<file path="config.mk">
export PLATFORM = sky130hd
export DESIGN_NAME = ram_arbiter
export DESIGN_NICKNAME = d
export VERILOG_FILES = /design/src/rtl/ram_arb_pkg.sv /design/src/rtl/rr_arb2.sv /design/src/rtl/ram_arbiter.sv
export SDC_FILE = /design/constraint.sdc
export NUM_CORES = 1
export LEC_CHECK = 0
export CAP_MARGIN = 5
export CORE_ASPECT_RATIO = 1.5
export CORE_UTILIZATION = 38
export DETAILED_ROUTE_END_ITERATION = 8
export PLACE_DENSITY = 0.75
export SYNTH_ARGS = -nofsm -noshare
export SYNTH_HDL_FRONTEND = slang
export SYNTH_SLANG_ARGS = --single-unit
</file>
<file path="constraint.sdc">
create_clock -name clk -period 2.1 [get_ports clk]
set_input_delay 0.42 -clock clk [delete_from_list [all_inputs] [get_ports clk]]
set_output_delay 0.42 -clock clk [all_outputs]
set_load 0.02 [all_outputs]
</file>
<file path="src/rtl/ram_arb_pkg.sv">
// Shared types and defaults for the two-port RAM arbiter.
// The registered request is sized at the default widths.
package ram_arb_pkg;
  localparam int DEF_WIDTH = 32;
  localparam int DEF_AW    = 8;

  typedef enum logic [1:0] {
    IDLE   = 2'd0,
    ACCESS = 2'd1,
    RESP   = 2'd2
  } state_t;

  typedef struct packed {
    logic                 idx;
    logic                 we;
    logic [DEF_AW-1:0]    addr;
    logic [DEF_WIDTH-1:0] wdata;
  } req_t;
endpackage

</file>
<file path="src/rtl/rr_arb2.sv">
// Two-way round-robin grant. i_ptr is the index of the last winner, so the
// other requester wins when both are valid.
module rr_arb2
  import ram_arb_pkg::*;
(
  input  logic [1:0] i_valid,
  input  logic       i_ptr,
  output logic [1:0] o_gnt
);

  always_comb begin
    o_gnt = 2'b00;
    case (i_valid)
      2'b01:   o_gnt = 2'b01;
      2'b10:   o_gnt = 2'b10;
      2'b11:   o_gnt = i_ptr ? 2'b01 : 2'b10;
      default: o_gnt = 2'b00;
    endcase
  end

endmodule

</file>
<file path="src/rtl/ram_arbiter.sv">
// Arbitrates two requesters onto a single synchronous RAM port.
// Each transaction takes three cycles: handshake, ACCESS, RESP.
module ram_arbiter
  import ram_arb_pkg::*;
#(
  parameter int WIDTH = DEF_WIDTH,
  parameter int AW    = DEF_AW
) (
  input  logic                  clk,
  input  logic                  rst,
  input  logic [1:0]            req_valid,
  output logic [1:0]            req_ready,
  input  logic [1:0]            req_we,
  input  logic [1:0][AW-1:0]    req_addr,
  input  logic [1:0][WIDTH-1:0] req_wdata,
  output logic [1:0]            rsp_valid,
  output logic [1:0][WIDTH-1:0] rsp_rdata,
  output logic                  mem_we,
  output logic [AW-1:0]         mem_addr,
  output logic [WIDTH-1:0]      mem_din,
  input  logic [WIDTH-1:0]      mem_dout,
  output logic                  busy
);

  state_t                  r_state;
  state_t                  w_next;
  req_t                    r_req;
  logic                    r_ptr;
  logic [1:0][WIDTH-1:0]   r_rdata;
  logic [1:0]              w_gnt;
  logic [1:0]              w_ready;
  logic                    w_hs;
  logic                    w_win;

  rr_arb2 u_rr (
    .i_valid (req_valid),
    .i_ptr   (r_ptr),
    .o_gnt   (w_gnt)
  );

  // Grants only leave the arbiter while idle and out of reset.
  assign w_ready   = (r_state == IDLE && !rst) ? w_gnt : 2'b00;
  assign req_ready = w_ready;
  assign w_hs      = |w_ready;
  assign w_win     = w_ready[1];

  assign busy     = (r_state != IDLE);
  assign mem_addr = AW'(r_req.addr);
  assign mem_din  = WIDTH'(r_req.wdata);

  always_comb begin
    w_next    = r_state;
    mem_we    = 1'b0;
    rsp_valid = 2'b00;
    case (r_state)
      IDLE: begin
        if (w_hs) w_next = ACCESS;
      end
      ACCESS: begin
        // Gating with rst keeps an aborted write from reaching the RAM.
        mem_we = r_req.we & ~rst;
        w_next = RESP;
      end
      RESP: begin
        rsp_valid[r_req.idx] = ~rst;
        w_next               = IDLE;
      end
      default: w_next = IDLE;
    endcase
  end

  // Read data bypasses straight from the RAM during RESP, then is held.
  always_comb begin
    for (int i = 0; i < 2; i++) begin
      rsp_rdata[i] = r_rdata[i];
      if (r_state == RESP && !rst && !r_req.we && r_req.idx == 1'(i))
        rsp_rdata[i] = mem_dout;
    end
  end

  always_ff @(posedge clk) begin
    if (rst) begin
      r_state <= IDLE;
      r_ptr   <= 1'b1;
      r_req   <= '0;
      r_rdata <= '0;
    end else begin
      r_state <= w_next;
      if (w_hs) begin
        r_ptr       <= w_win;
        r_req.idx   <= w_win;
        r_req.we    <= req_we[w_win];
        r_req.addr  <= DEF_AW'(req_addr[w_win]);
        r_req.wdata <= DEF_WIDTH'(req_wdata[w_win]);
      end
      if (r_state == RESP && !r_req.we)
        r_rdata[r_req.idx] <= mem_dout;
    end
  end

endmodule

</file>
==> results of run 1 <==
per-layer routing:
layer  track usage  vias up
li1              -     2421
met1         0.260     2489
met5             0        -
met2         0.428      255
met3        0.0623       33
met4        0.0888        0
per-stage QoR:
stage          std cells  instance area, um^2  hold slack [ns]  TNS (ns)   util
2_1_floorplan        523                 5260            0.435   -0.0133      -
3_3_place_gp         886                 7870            0.452    -23.93  0.601
3_5_place_dp         886                 7870            0.455    -24.83  0.601
4_1_cts              918                 8400            0.479    -20.74  0.642
5_1_grt              924                 8720            0.492    -25.52  0.667
6_report             924                 8720            0.479    -21.69  0.667
power breakdown:
group	total, mW	internal, mW	leakage [nW]	switching [mW]
logic	1.26	0.674	2.43	0.585
registers	2.24	2.17	0.889	0.0656
clock network	1.86	1.07	0.160	0.796
cells by family after synthesis:
family,share of synthesized area
AND/OR/NAND/NOR,0.0617
multiplexers,0.140
buffers and inverters,0.107
AO/OA/AOI/OAI,0.268
flip-flops,0.423
final cells by class:
cell class / count / area [um^2] / share of cell area
repair buffers: 321 / 3300 / 0.379
clock inverters: 7 / 108 / 0.0123
well taps: 159 / 199 / 0.0228
flip-flops and latches: 109 / 2190 / 0.251
multi-input cells: 316 / 2690 / 0.309
clock buffers: 9 / 225 / 0.0258
inverters: 3 / 11.3 / 0.00129
cell usage after synthesis, drive strengths merged:
master	number	area (um^2)
a21bo	1	10.0
nand2b	2	12.5
a22o	64	561
buf	59	407
or2	2	12.5
nor2	3	18.8
mux2	64	721
or3	1	6.26
a21boi	1	7.51
or3b	1	8.76
and2	2	12.5
dfxtp	109	2180
clkbuf	36	135
o21ai	42	210
nor3	3	26.3
nor3b	2	15.0
inv	3	11.3
a311oi	41	359
nand3	41	205
o22ai	1	6.26
a211oi	1	7.51
a21oi	44	220
path summary, 6_finish.rpt:
| path | startpoint | endpoint | slack (ns) | depth (start not counted) |
|---|---|---|---|---|
| max reg2reg | r_state[1]$_SDFFE_PP0P_ | mem_din[23]$_SDFFE_PP0P_ | 0.20 | 6 |
| max | r_req[40]$_SDFFE_PP0P_ | rsp_rdata[56] | -0.39 | 7 |
| min | r_rdata[56]$_SDFFE_PP0P_ | r_rdata[56]$_SDFFE_PP0P_ | 0.48 | 1 |
| min reg2reg | r_rdata[56]$_SDFFE_PP0P_ | r_rdata[56]$_SDFFE_PP0P_ | 0.48 | 1 |
state kept, by name, indices dropped and copies added, names as in the netlist:
register / count
r_rdata: 64
mem_din: 32
mem_addr: 8
r_req: 2
r_state: 2
r_ptr: 1
worst max-delay path, delay by kind of cell, from the launching register on:
kind / cells / cell delay, ns
multiplexers: 1 / 0.29
flip-flops: 1 / 0.32
AND/OR/NAND/NOR: 2 / 0.58
buffers and inverters: 4 / 0.53
what timing repair did:
item                       CTS  global route
setup buffers               12             7
setup endpoints to repair   69            68
pin swaps                    3             2
gates resized for setup    367            91
cloned                       4             1
hold buffers                 0             0
==> key figures, run 1 <==
Run status
  • Status: finished with violations
  • Failing checks: setup timing

Synth
  • Synthesized area per cell: 9.86 um^2
  • Syn_nets: 641
  • Mapped cell area: 0.00515 mm^2
  • Seq/Total Area, Yosys: 0.423
  • Yosys Warn Count: 0
  • Post-synth cell types: 28
  • Gate Count Post-Synth: around 520
  • FF+latch count, synth: 109

Routing
  • Iter 0 DRT Violations: 152
  • DR WL/cell: 18.5 um
  • WL met3: 1280 um
  • Via count: 5198
  • Drt first pass iters: 4
  • Drt drc: 0
  • Met2 WL post-DR: 8760 um
  • Post-DRT Antenna Nets: 0
  • M1 WL: 6640 um
  • WL final: 17100 um
  • Highest metal used: met4
  • DR vias/cell: between 5 and 6

Global route
  • Vias in the first global route: between 5000 and 6000
  • Total Routing Usage GR: 0.234
  • Initial antenna violation count: 0
  • Global-route wire length before repair: 26600 um
  • GRT overflow: 0
  • Largest net degree at the start of global routing: between 40 and 50

Setup path
  • Critical path class: reg2out
  • CP Launch Type: register
  • Arrival time at the worst endpoint: between 2 and 2.5 ns
  • Critical path fanouts, max: 8
  • Crit end category: output port
  • Critical Path, Cell by Cell: or3b_4, nor2_4, buf_12, buf_12, buf_6, mux2_4, buf_6
  • WP data required: ~1.7 ns
  • Max incr delay on CP: 0.42 ns
  • Slowest CP cell: or3b_4

Clocking
  • TritonCTS clock tree: done
  • Clock Path Buffers: 2
  • H-tree levels: 3
  • CTS Sinks: 109
  • Clk Latency, worst-skew pair: 0.35 ns
  • Clock transition at path regs: 0.07 ns
  • CTS root buf: clkbuf_16
  • Num CTS Buffers: 9

Placement
  • GP Congestion: 0.823
  • Pre-CTS setup slack: -0.450 ns
  • Detailed Place HPWL: roughly 11000 um
  • PortBufs: roughly 230

Timing
  • Final period util: 1.19
  • Slew margin rel.: 0.701
  • Final Max Slew Viols: 0
  • Post-layout min period: 2.49 ns
  • RSZ-0062 raised after global routing: true
  • Final Skew: ~0.0085 ns
  • Max Clock Freq: 0.401 GHz
  • Final hold vios: 0
  • Fin worst setup slack: -0.392 ns
  • Worst-Margin Slew: ~0.45 ns
  • Final setup vio count: 64

Die
  • Core footprint: 0.0131 mm^2
  • Die Wd: between 90 and 100 um
  • I/O pins: roughly 230
  • Die ar.: 0.0140 mm^2
  • Die Y: 145 um
  • Floorplan row count: 51
  • Initial core utilization: 0.394

Cells and area
  • Ant. Diodes: 0
  • Final #Nets: 878
  • Most common cell after layout, fill and taps aside: clkdlybuf4s50_1
  • Area growth from synthesis to layout: 69.2%
  • Fillers: 994
  • Most frequent cells in the layout: clkdlybuf4s50_1 (156), dfxtp_1 (106), buf_4 (71)
  • Proportion of layout cells with a drive suffix above 1: 0.335

Run
  • Max-cap viol count: 0

Pwr
  • LEAKAGE: 3.48 nW
  • Tot Pwr: 5.36 mW
  • Pwr per Cell Area: 614 mW/mm^2
  • Peak VDD IR: about 0.41 mV

Min path
  • Worst min path class: reg2reg
Note: power is estimated with default switching activity, not from simulation.
==> run 2, diff against run 1 <==
CAP_MARGIN = 20   (was 5)
==> results of run 2 <==
No change in the layout: final DEF, timing and power equal those of run 1.
==> run 3, diff against run 2 <==
CAP_MARGIN = default   (was 20)
CORE_MARGIN = 8   (was default)
==> run 3 against run 2 <==
Against the previous run: the flow still finishes with violations (setup timing); via count is 0.65% lower; sequential share of layout area rose by 0.56 points; final cell count is the same; clock skew shrank 0.0015 ns; first-iteration DRC count up 40%; largest power group unchanged; highest routed layer unchanged.
==> key figures, run 3 (synthesis results as in run 1) <==
Run status
  • Status: finished with violations
  • Failing checks: setup timing

Cells and area
  • Reg with most FFs: r_rdata
  • Fillers: 1059
  • Area growth from synthesis to layout: 65.4%
  • Proportion of layout cells with a drive suffix above 1: 0.335
  • Register Area: 0.00218 mm^2
  • Fin cells: 924
  • Max reg flops: 64
  • Multi-input gate area: 0.00268 mm^2
  • Most common cell after layout, fill and taps aside: clkdlybuf4s50_1
  • Most frequent cells in the layout: clkdlybuf4s50_1 (156), dfxtp_1 (108), buf_4 (76)
  • Post-route cell area: 0.00852 mm^2
  • Ant. Diodes: 0
  • Final #Nets: a little under 900

Die
  • Die Y: 159 um
  • Die ar.: 0.0176 mm^2
  • Floorplan row count: 52
  • Die Wd: 111 um
  • Core footprint: 0.0134 mm^2
  • I/O pins: 228
  • Initial core utilization: 0.385

Min path
  • Worst min path class: reg2reg
  • WHS Path Cells: 1
  • Worst Hold Path EP: r_rdata[57]$_SDFFE_PP0P_
  • Min-Delay Startpoint: r_rdata[57]$_SDFFE_PP0P_

Timing
  • Max Clock Freq: 0.401 GHz
  • Final Max Slew Viols: 0
  • Hold slack final: 0.479 ns
  • RSZ-0062 raised after global routing: true
  • Final setup vio count: 64
  • Worst-Margin Slew: 0.530 ns
  • Slew margin rel.: 0.646
  • Final period util: 1.19
  • Fin worst setup slack: -0.396 ns
  • Final hold vios: 0
  • Post-layout min period: 2.50 ns
  • Final Skew: 0.00700 ns

Setup path
  • Max incr delay on CP: 0.43 ns
  • Slowest CP cell: or3b_4
  • CP Depth: 7
  • Number of buffers and inverters on the critical path: 4
  • Crit end category: output port
  • CP Launch Type: register
  • Critical path class: reg2out
  • Critical path fanouts, max: 8
  • Critical Path, Cell by Cell: or3b_4, nor3_4, buf_6, buf_12, buf_16, mux2_4, buf_6
  • RR Endpoint: r_rdata[59]$_SDFFE_PP0P_
  • Worst Reg2Reg Path Length in Cells: 5
  • Reg-to-Reg Start: r_state[1]$_SDFFE_PP0P_
  • Arrival time at the worst endpoint: 2.08 ns
  • WP data required: around 1.7 ns
  • CP dominant cell by count: buf_6
  • R2R setup slack: 0.38 ns
  • Top delay family on crit path: simple AND/OR/NAND/NOR gates

Pwr
  • Tot Pwr: 5.12 mW
  • Pwr per Cell Area: 601 mW/mm^2
  • Peak VDD IR: around 0.52 mV
  • LEAKAGE: 3.41 nW

Clocking
  • CTS root buf: clkbuf_16
  • TritonCTS clock tree: done
  • CTS Sinks: 109
  • Clock transition at path regs: 0.07 ns
  • Num CTS Buffers: 9
  • H-tree levels: 3
  • Clk Latency, worst-skew pair: 0.34 ns
  • Clock Path Buffers: 2

Placement
  • DP Area: just under 0.008 mm^2
  • Pre-CTS setup slack: -0.465 ns
  • Detailed Place HPWL: about 13000 um
  • Dpl cells: 889
  • PortBufs: 227
  • GP Congestion: around 0.8

Global route
  • Initial antenna violation count: 0
  • Global-route wire length before repair: 28600 um
  • Largest net degree at the start of global routing: between 40 and 50
  • GRT overflow: 0
  • Total Routing Usage GR: 0.197
  • Vias in the first global route: roughly 5300

Routing
  • Iter 0 DRT Violations: 213
  • Post-DRT Antenna Nets: 0
  • Drt drc: 0
  • DR vias/cell: 5.59
  • WL final: 18600 um
  • Via count: 5164
  • Drt first pass iters: 5
  • DR WL/cell: 20.1 um

Run
  • Max-cap viol count: 0
==> run 3: cell count changes in the layout (fill, tap and decap cells not counted), moves of 3 or more <==
cell,change
mux2_2,+6
buf_2,+12
buf_4,+5
mux2_4,-6
buf_6,-18
inv_6,+3
==> run 3: per-layer routing <==
layer  global-route usage  share of wire  vias to the layer above
met5                    0              0                        -
met1                0.208           0.38                     2481
met4               0.0790          0.030                        0
met3               0.0660          0.079                       35
met2                0.353           0.51                      234
li1                     -              -                     2414
==> run 3: where the power goes <==
group	internal, mW	switching (mW)
Combinational	0.661	0.593
Sequential	2.17	0.0605
Clock	0.823	0.812
Total	3.66	1.47
==> run 3: through the flow <==
stage	TNS, ns	utilization
4_1_cts	-19.23	0.621
3_5_place_dp	-25.20	0.584
2_1_floorplan	-0.0133	-
5_1_grt	-22.52	0.636
3_3_place_gp	-24.56	0.584
6_report	-18.72	0.636
==> run 3: worst max path at each step <==
stage                                       start       endpoint  slack (ns)
after detailed placement   r_req[40]$_SDFFE_PP0P_   rsp_rdata[2]       -0.46
after global routing      r_state[0]$_SDFFE_PP0P_  rsp_rdata[27]       -0.46
final                     r_state[0]$_SDFFE_PP0P_  rsp_rdata[27]       -0.40
after global placement     r_req[40]$_SDFFE_PP0P_   rsp_rdata[2]       -0.44
after CTS                 r_state[0]$_SDFFE_PP0P_  rsp_rdata[16]       -0.40
after floorplan           r_state[1]$_SDFFE_PP0P_  rsp_rdata[10]     -0.0007
==> run 3: what timing repair did <==
action | 4_1_cts | 5_1_grt
buffers inserted | 10 | 5
hold buffers | 0 | 0
gates cloned | 3 | 2
pin swaps | 4 | 0
endpoints found under the setup margin | 69 | 69
gates resized for setup | 391 | 39
==> run 3: final cells by class <==
| class | instances | area share |
|---|---|---|
| flip-flops and latches | 109 | 0.256 |
| multi-input cells | 316 | 0.314 |
| inverters | 3 | 0.00132 |
| repair buffers | 318 | 0.371 |
| clock buffers | 9 | 0.0264 |
| well taps | 162 | 0.0238 |
| clock inverters | 7 | 0.00646 |
